--- config.mk ---
export PLATFORM = sky130hd
export DESIGN_NAME = id_stage
export DESIGN_NICKNAME = d
export VERILOG_FILES = /design/src/rtl/id_stage.sv
export SDC_FILE = /design/constraint.sdc
export NUM_CORES = 1
export LEC_CHECK = 0
export ABC_AREA = 0
export CAP_MARGIN = 20
export CORE_MARGIN = 2
export CORE_UTILIZATION = 37
export CTS_CLUSTER_DIAMETER = 200
export DETAILED_ROUTE_END_ITERATION = 10
export PLACE_DENSITY = 0.79
export RECOVER_POWER = 50
export SYNTH_ARGS = -nofsm -noshare
export SYNTH_HDL_FRONTEND = slang
export SYNTH_SLANG_ARGS = --single-unit
--- constraint.sdc ---
create_clock -name clk -period 2.8 [get_ports clk]
set_clock_uncertainty 0.2 [all_clocks]
set_input_delay 0.56 -clock clk [delete_from_list [all_inputs] [get_ports clk]]
set_output_delay 0.56 -clock clk [all_outputs]
set_load 0.05 [all_outputs]
--- src/rtl/id_stage.sv ---
// Decode stage: logic/immediate ops with register-file reads and EX/MEM forwarding, one-cycle output register.
// Latency 1 cycle inst_i -> ex_*; stall holds the register, flush (wins over stall) loads a bubble.
module id_stage (
  input  logic        clk,
  input  logic        rst,
  input  logic        stall,
  input  logic        flush,
  input  logic [31:0] inst_i,
  input  logic        inst_valid_i,
  output logic        reg1_read_o,
  output logic        reg2_read_o,
  output logic [4:0]  reg1_addr_o,
  output logic [4:0]  reg2_addr_o,
  input  logic [31:0] reg1_data_i,
  input  logic [31:0] reg2_data_i,
  input  logic        ex_wreg_i,
  input  logic [4:0]  ex_wd_i,
  input  logic [31:0] ex_wdata_i,
  input  logic        mem_wreg_i,
  input  logic [4:0]  mem_wd_i,
  input  logic [31:0] mem_wdata_i,
  output logic [7:0]  ex_aluop_o,
  output logic [2:0]  ex_alusel_o,
  output logic [31:0] ex_reg1_o,
  output logic [31:0] ex_reg2_o,
  output logic [4:0]  ex_wd_o,
  output logic        ex_wreg_o,
  output logic        ex_valid_o,
  output logic        illegal_o
);

  localparam logic [5:0] OP_SPECIAL = 6'b000000;
  localparam logic [5:0] OP_ANDI    = 6'b001100;
  localparam logic [5:0] OP_ORI     = 6'b001101;
  localparam logic [5:0] OP_XORI    = 6'b001110;
  localparam logic [5:0] OP_LUI     = 6'b001111;

  localparam logic [5:0] FN_AND = 6'b100100;
  localparam logic [5:0] FN_OR  = 6'b100101;
  localparam logic [5:0] FN_XOR = 6'b100110;
  localparam logic [5:0] FN_NOR = 6'b100111;

  localparam logic [7:0] ALUOP_NOP = 8'h00;
  localparam logic [7:0] ALUOP_AND = 8'h24;
  localparam logic [7:0] ALUOP_OR  = 8'h25;
  localparam logic [7:0] ALUOP_XOR = 8'h26;
  localparam logic [7:0] ALUOP_NOR = 8'h27;

  localparam logic [2:0] ALUSEL_NOP   = 3'b000;
  localparam logic [2:0] ALUSEL_LOGIC = 3'b001;

  logic [5:0]  op;
  logic [4:0]  rs;
  logic [4:0]  rt;
  logic [4:0]  rd;
  logic [4:0]  sa;
  logic [5:0]  funct;
  logic [15:0] imm;

  assign op    = inst_i[31:26];
  assign rs    = inst_i[25:21];
  assign rt    = inst_i[20:16];
  assign rd    = inst_i[15:11];
  assign sa    = inst_i[10:6];
  assign funct = inst_i[5:0];
  assign imm   = inst_i[15:0];

  logic        dec_ok;
  logic [7:0]  dec_aluop;
  logic [2:0]  dec_alusel;
  logic        dec_rd1;
  logic        dec_rd2;
  logic [31:0] dec_imm;
  logic [4:0]  dec_wd;
  logic        dec_illegal;

  always_comb begin
    dec_ok     = 1'b0;
    dec_aluop  = ALUOP_NOP;
    dec_alusel = ALUSEL_NOP;
    dec_rd1    = 1'b0;
    dec_rd2    = 1'b0;
    dec_imm    = 32'h0;
    dec_wd     = 5'd0;
    if (inst_valid_i) begin
      case (op)
        OP_SPECIAL: begin
          if (sa == 5'd0) begin
            case (funct)
              FN_AND, FN_OR, FN_XOR, FN_NOR: begin
                dec_ok     = 1'b1;
                dec_alusel = ALUSEL_LOGIC;
                dec_rd1    = 1'b1;
                dec_rd2    = 1'b1;
                dec_wd     = rd;
                case (funct)
                  FN_AND:  dec_aluop = ALUOP_AND;
                  FN_OR:   dec_aluop = ALUOP_OR;
                  FN_XOR:  dec_aluop = ALUOP_XOR;
                  default: dec_aluop = ALUOP_NOR;
                endcase
              end
              default: dec_ok = 1'b0;
            endcase
          end
        end
        OP_ANDI, OP_ORI, OP_XORI: begin
          dec_ok     = 1'b1;
          dec_alusel = ALUSEL_LOGIC;
          dec_rd1    = 1'b1;
          dec_imm    = {16'h0, imm};
          dec_wd     = rt;
          case (op)
            OP_ANDI: dec_aluop = ALUOP_AND;
            OP_ORI:  dec_aluop = ALUOP_OR;
            default: dec_aluop = ALUOP_XOR;
          endcase
        end
        OP_LUI: begin
          dec_ok     = 1'b1;
          dec_aluop  = ALUOP_OR;
          dec_alusel = ALUSEL_LOGIC;
          dec_imm    = {imm, 16'h0};
          dec_wd     = rt;
        end
        default: dec_ok = 1'b0;
      endcase
    end
  end

  // An all-zero word is the canonical bubble, not an illegal encoding.
  assign dec_illegal = inst_valid_i && !dec_ok && (inst_i != 32'h0);

  assign reg1_read_o = dec_rd1;
  assign reg2_read_o = dec_rd2;
  assign reg1_addr_o = dec_rd1 ? rs : 5'd0;
  assign reg2_addr_o = dec_rd2 ? rt : 5'd0;

  // Port 1 never carries an immediate; for port 2 dec_imm is the non-read value.
  function automatic logic [31:0] pick_operand(
    input logic        en,
    input logic [4:0]  addr,
    input logic [31:0] alt,
    input logic [31:0] rf_data,
    input logic        ex_we,
    input logic [4:0]  ex_wd,
    input logic [31:0] ex_wdata,
    input logic        mem_we,
    input logic [4:0]  mem_wd,
    input logic [31:0] mem_wdata
  );
    logic [31:0] val;
    if (!en)                           val = alt;
    else if (addr == 5'd0)             val = 32'h0;
    else if (ex_we && ex_wd == addr)   val = ex_wdata;
    else if (mem_we && mem_wd == addr) val = mem_wdata;
    else                               val = rf_data;
    return val;
  endfunction

  logic [31:0] opnd1;
  logic [31:0] opnd2;

  assign opnd1 = pick_operand(dec_rd1, reg1_addr_o, 32'h0, reg1_data_i,
                              ex_wreg_i, ex_wd_i, ex_wdata_i,
                              mem_wreg_i, mem_wd_i, mem_wdata_i);
  assign opnd2 = pick_operand(dec_rd2, reg2_addr_o, dec_imm, reg2_data_i,
                              ex_wreg_i, ex_wd_i, ex_wdata_i,
                              mem_wreg_i, mem_wd_i, mem_wdata_i);

  logic [7:0]  aluop_d,   aluop_q;
  logic [2:0]  alusel_d,  alusel_q;
  logic [31:0] reg1_d,    reg1_q;
  logic [31:0] reg2_d,    reg2_q;
  logic [4:0]  wd_d,      wd_q;
  logic        wreg_d,    wreg_q;
  logic        valid_d,   valid_q;
  logic        illegal_d, illegal_q;

  // illegal is a one-shot: it is never held across a stall.
  always_comb begin
    aluop_d   = aluop_q;
    alusel_d  = alusel_q;
    reg1_d    = reg1_q;
    reg2_d    = reg2_q;
    wd_d      = wd_q;
    wreg_d    = wreg_q;
    valid_d   = valid_q;
    illegal_d = 1'b0;
    if (flush) begin
      aluop_d  = ALUOP_NOP;
      alusel_d = ALUSEL_NOP;
      reg1_d   = 32'h0;
      reg2_d   = 32'h0;
      wd_d     = 5'd0;
      wreg_d   = 1'b0;
      valid_d  = 1'b0;
    end else if (!stall) begin
      aluop_d   = dec_aluop;
      alusel_d  = dec_alusel;
      reg1_d    = opnd1;
      reg2_d    = opnd2;
      wd_d      = dec_wd;
      wreg_d    = dec_ok && (dec_wd != 5'd0);
      valid_d   = dec_ok;
      illegal_d = dec_illegal;
    end
  end

  always_ff @(posedge clk) begin
    if (rst) begin
      aluop_q   <= ALUOP_NOP;
      alusel_q  <= ALUSEL_NOP;
      reg1_q    <= 32'h0;
      reg2_q    <= 32'h0;
      wd_q      <= 5'd0;
      wreg_q    <= 1'b0;
      valid_q   <= 1'b0;
      illegal_q <= 1'b0;
    end else begin
      aluop_q   <= aluop_d;
      alusel_q  <= alusel_d;
      reg1_q    <= reg1_d;
      reg2_q    <= reg2_d;
      wd_q      <= wd_d;
      wreg_q    <= wreg_d;
      valid_q   <= valid_d;
      illegal_q <= illegal_d;
    end
  end

  assign ex_aluop_o  = aluop_q;
  assign ex_alusel_o = alusel_q;
  assign ex_reg1_o   = reg1_q;
  assign ex_reg2_o   = reg2_q;
  assign ex_wd_o     = wd_q;
  assign ex_wreg_o   = wreg_q;
  assign ex_valid_o  = valid_q;
  assign illegal_o   = illegal_q;

endmodule

==> run_results.csv <==
group,metric,value,unit
run_status,outcome,"completed",
worst_setup_path,max_stage_delay,0.35,ns
finish,n_antenna_cell,0,
sta,tns,0,ns
sta,tightest_slew,0.7579,ns
grt,grt_max_degree,43,
yosys,yosysTopAreaCellShare,28.67,%
cts,cts.hold.buffers_added,0,
grt,antenna_found_initial,1,
place,portBuffers,265,
yosys,synthTopCellsByArea,"dfxtp_1 (29%), mux2i_1 (12%), a21oi_1 (7.5%)",
sta,finalSetupViolCount,0,
cts,clk_latency,0.33,ns
pwr,power_density,315.7,nW/um^2
sta,fmax,360.8,MHz
place,placedInstanceArea,8731,sq um
finish,n_fill_cell,1201,
yosys,synth_ff_type,"dfxtp_1",
routing,drcViolationCount,0,
yosys,syn_inst,682,
floorplan,ios,272,
routing,wl_per_cell,18.68,microns
sta,slew_headroom,49.29,%
floorplan,fp.dieH,123.0,microns
floorplan,fp-row-count,43,
yosys,yosysWarnings,0,
routing,vias,6321,
grt,grt_pass1_vias,6019,
floorplan,floorplan.initialDensity,37.88,%
cts,cts_buffer_depth,2,
routing,drt-pass1-iter-count,7,
worst_setup_path,worstPathRequired,2.86,ns
pwr,leakage,3.985,nW
flow_run,maxCapViolCount,0,
grt,grt-ovfl-total,0,
worst_setup_path,critPathKind,"in -> reg",
floorplan,die-area,15120,sq um
place,gp_congestion,0.9644,
worst_setup_path,crit_family,"simple AND/OR/NAND/NOR gates",
floorplan,chipWidth,123.0,microns
finish,stdcell_area,9149,sq um
yosys,synth_edf_count,0,
sta,period_needed,2.772,ns
grt,grt_pass1_wl,32.42,mm
cts,h-tree-depth,3,
grt,grtUsageTotal,27.88,%
routing,postRouteAntennaNets,0,
yosys,yosysUniqueCellTypes,55,
worst_setup_path,crit_slowest_cell,"nor4_4",
cts,clock_sinks,75,
yosys,post_synth.cell_area_avg,7.680,sq um
floorplan,fp.coreArea,13830,sq um
finish,area_growth_syn_to_layout,74.68,%
hold_path,hp-class,"reg -> reg",
cts,cts_tree,"done",
worst_setup_path,cp_cell_sequence,"buf_2 > nor4_4 > buf_4 > and4_4 > clkbuf_1 > o221ai_1 > o31ai_2 > nand4_4 > buf_12 > mux2i_4 > o211ai_1",
yosys,yosysTopAreaCell,"dfxtp_1",
cts,cts.clk_slew.worst_paths,0.06,ns
cts,cts_made_buffers,9,
pwr,peakVddDrop,0.2452,mV
yosys,async_reset_ff_share,0,%
sta,holdWs,0.2659,ns
finish,drive_above_1_share,19.20,%
worst_setup_path,regToRegSetupSlack,1.62,ns
routing,vias_per_cell,5.357,
yosys,synth-seq-cells,75,
worst_setup_path,crit_buf_inv,4,
worst_setup_path,cp.arrival,2.83,ns
pwr,power.total,2.889,mW
yosys,seq_area_frac_synth,28.67,%
finish,finalNetCount,1172,
yosys,syn-cell-area,5238,sq um
place,hpwl,16.52,mm
routing,drt-total-wl,22.04,mm
worst_setup_path,endpoint_kind,"register",
cts,cts_root_buf,"clkbuf_16",
worst_setup_path,cp-start-kind,"input port",
sta,hold_violations,0,
sta,drv_slew,0,
routing,drt_iter0_markers,353,
sta,finalCritPeriodShare,98.99,%
worst_setup_path,critPathMaxFanout,9,
==> cell families (layout without fill, tap and decap cells) <==
kind of cell | count (synthesis) | after routing | share of synthesized area (%)
flip-flops | 75 | 75 | 28.67
AND/OR/NAND/NOR | 229 | 229 | 22.91
XOR/XNOR | 7 | 7 | 1.171
AO/OA/AOI/OAI | 209 | 209 | 26.54
multiplexers | 64 | 64 | 12.23
other | 1 | 6 | 0.07160
buffers and inverters | 97 | 410 | 8.409
==> where the power goes <==
group | total (mW) | internal, mW | switching, mW
Sequential | 1.09 | 1.08 | 0.00662
Clock | 1.09 | 0.601 | 0.487
Combinational | 0.712 | 0.366 | 0.346
Total | 2.89 | 2.05 | 0.839
==> flip-flops by register name, indices dropped and copies added (netlist names) <==
signal,cells
ex_aluop_o,3
ex_alusel_o,1
ex_reg1_o,32
ex_reg2_o,32
ex_wd_o,5
ex_wreg_o,1
illegal_o,1
==> layer usage <==
metal | global-route usage, % | share of wire [%] | vias to the layer above
met4 | 8.310 | 1.9 | 2
met2 | 48.62 | 50 | 281
met5 | 0 | 0.059 | -
li1 | - | - | 3066
met1 | 34.26 | 40 | 2939
met3 | 6.227 | 8.2 | 33
==> placed cells by master (no fill, tap or decap), types with 5 or more instances in the layout <==
master,instances
nand2_1,86
nor2_1,24
a22oi_1,5
nand3_1,35
dfxtp_1,75
clkdlybuf4s50_1,166
clkbuf_16,12
a21oi_1,79
buf_4,73
nor2b_1,34
inv_1,36
buf_12,23
o21ai_2,30
conb_1,6
clkbuf_2,9
dlygate4sd3_1,70
and3_1,6
o21ai_0,7
a31oi_1,36
o211ai_1,33
mux2i_1,63
==> cell type report <==
type	count	area [sq um]	share of cell area, %
multi-input cells	515	3420	37.38
flip-flops and latches	75	1501	16.41
repair buffers	355	3581	39.14
well taps	180	225.2	2.462
inverters	39	152.6	1.668
clock inverters	6	40.04	0.4376
clock buffers	10	229.0	2.503
==> repair_timing <==
action / in CTS / in global routing
hold endpoints to repair: 0 / 0
setup endpoints to repair: 76 / 73
gates cloned: 0 / 3
pin swaps: 8 / 8
setup buffers: 4 / 2
gates resized for setup: 40 / 21
==> stage by stage <==
step / std cells / utilization, % / worst slack (ns)
floorplan: 687 / - / 0.01464
global placement: 1156 / 63.14 / -0.6069
detailed placement: 1156 / 63.14 / -0.5877
CTS: 1175 / 65.51 / 0.0005540
global route: 1180 / 66.17 / -0.006817
finish: 1180 / 66.17 / 0.02835
==> final timing paths <==
kind                                    start             to  cells past startpoint
worst max-delay path               inst_i[26]   ex_reg1_o[0]                     11
worst min register to register  ex_reg1_o[19]  ex_reg1_o[19]                      2
worst max register to register  ex_reg2_o[17]  ex_reg2_o[17]                      5
worst min-delay path            ex_reg1_o[19]  ex_reg1_o[19]                      2
==> cells in the mapped netlist, drive strengths merged, types with 2 or more instances <==
library cell / count
o221ai: 2
nand2b: 2
nand3b: 2
nor2b: 34
xnor2: 4
and2: 6
nand4: 4
buf: 29
nor2: 24
o31ai: 2
and4: 2
a22oi: 5
or2: 4
clkbuf: 29
nor4bb: 3
nor4: 6
a21oi: 80
inv: 39
or4: 3
a31oi: 36
and3: 8
xor2: 3
o211ai: 33
o21ai: 38
mux2i: 64
dfxtp: 75
o32ai: 3
nand2: 87
nand3: 36
nor3: 6
==> worst reg2reg max path: cells and delay by family, from the launching register on <==
family                 cells  cell delay (ns)
and+or+nand+nor            1             0.17
AOI/OAI and AO/OA          3             0.36
buffers and inverters      1             0.04
DFF                        1             0.31
No activity file was read; power rests on OpenSTA's default activity.
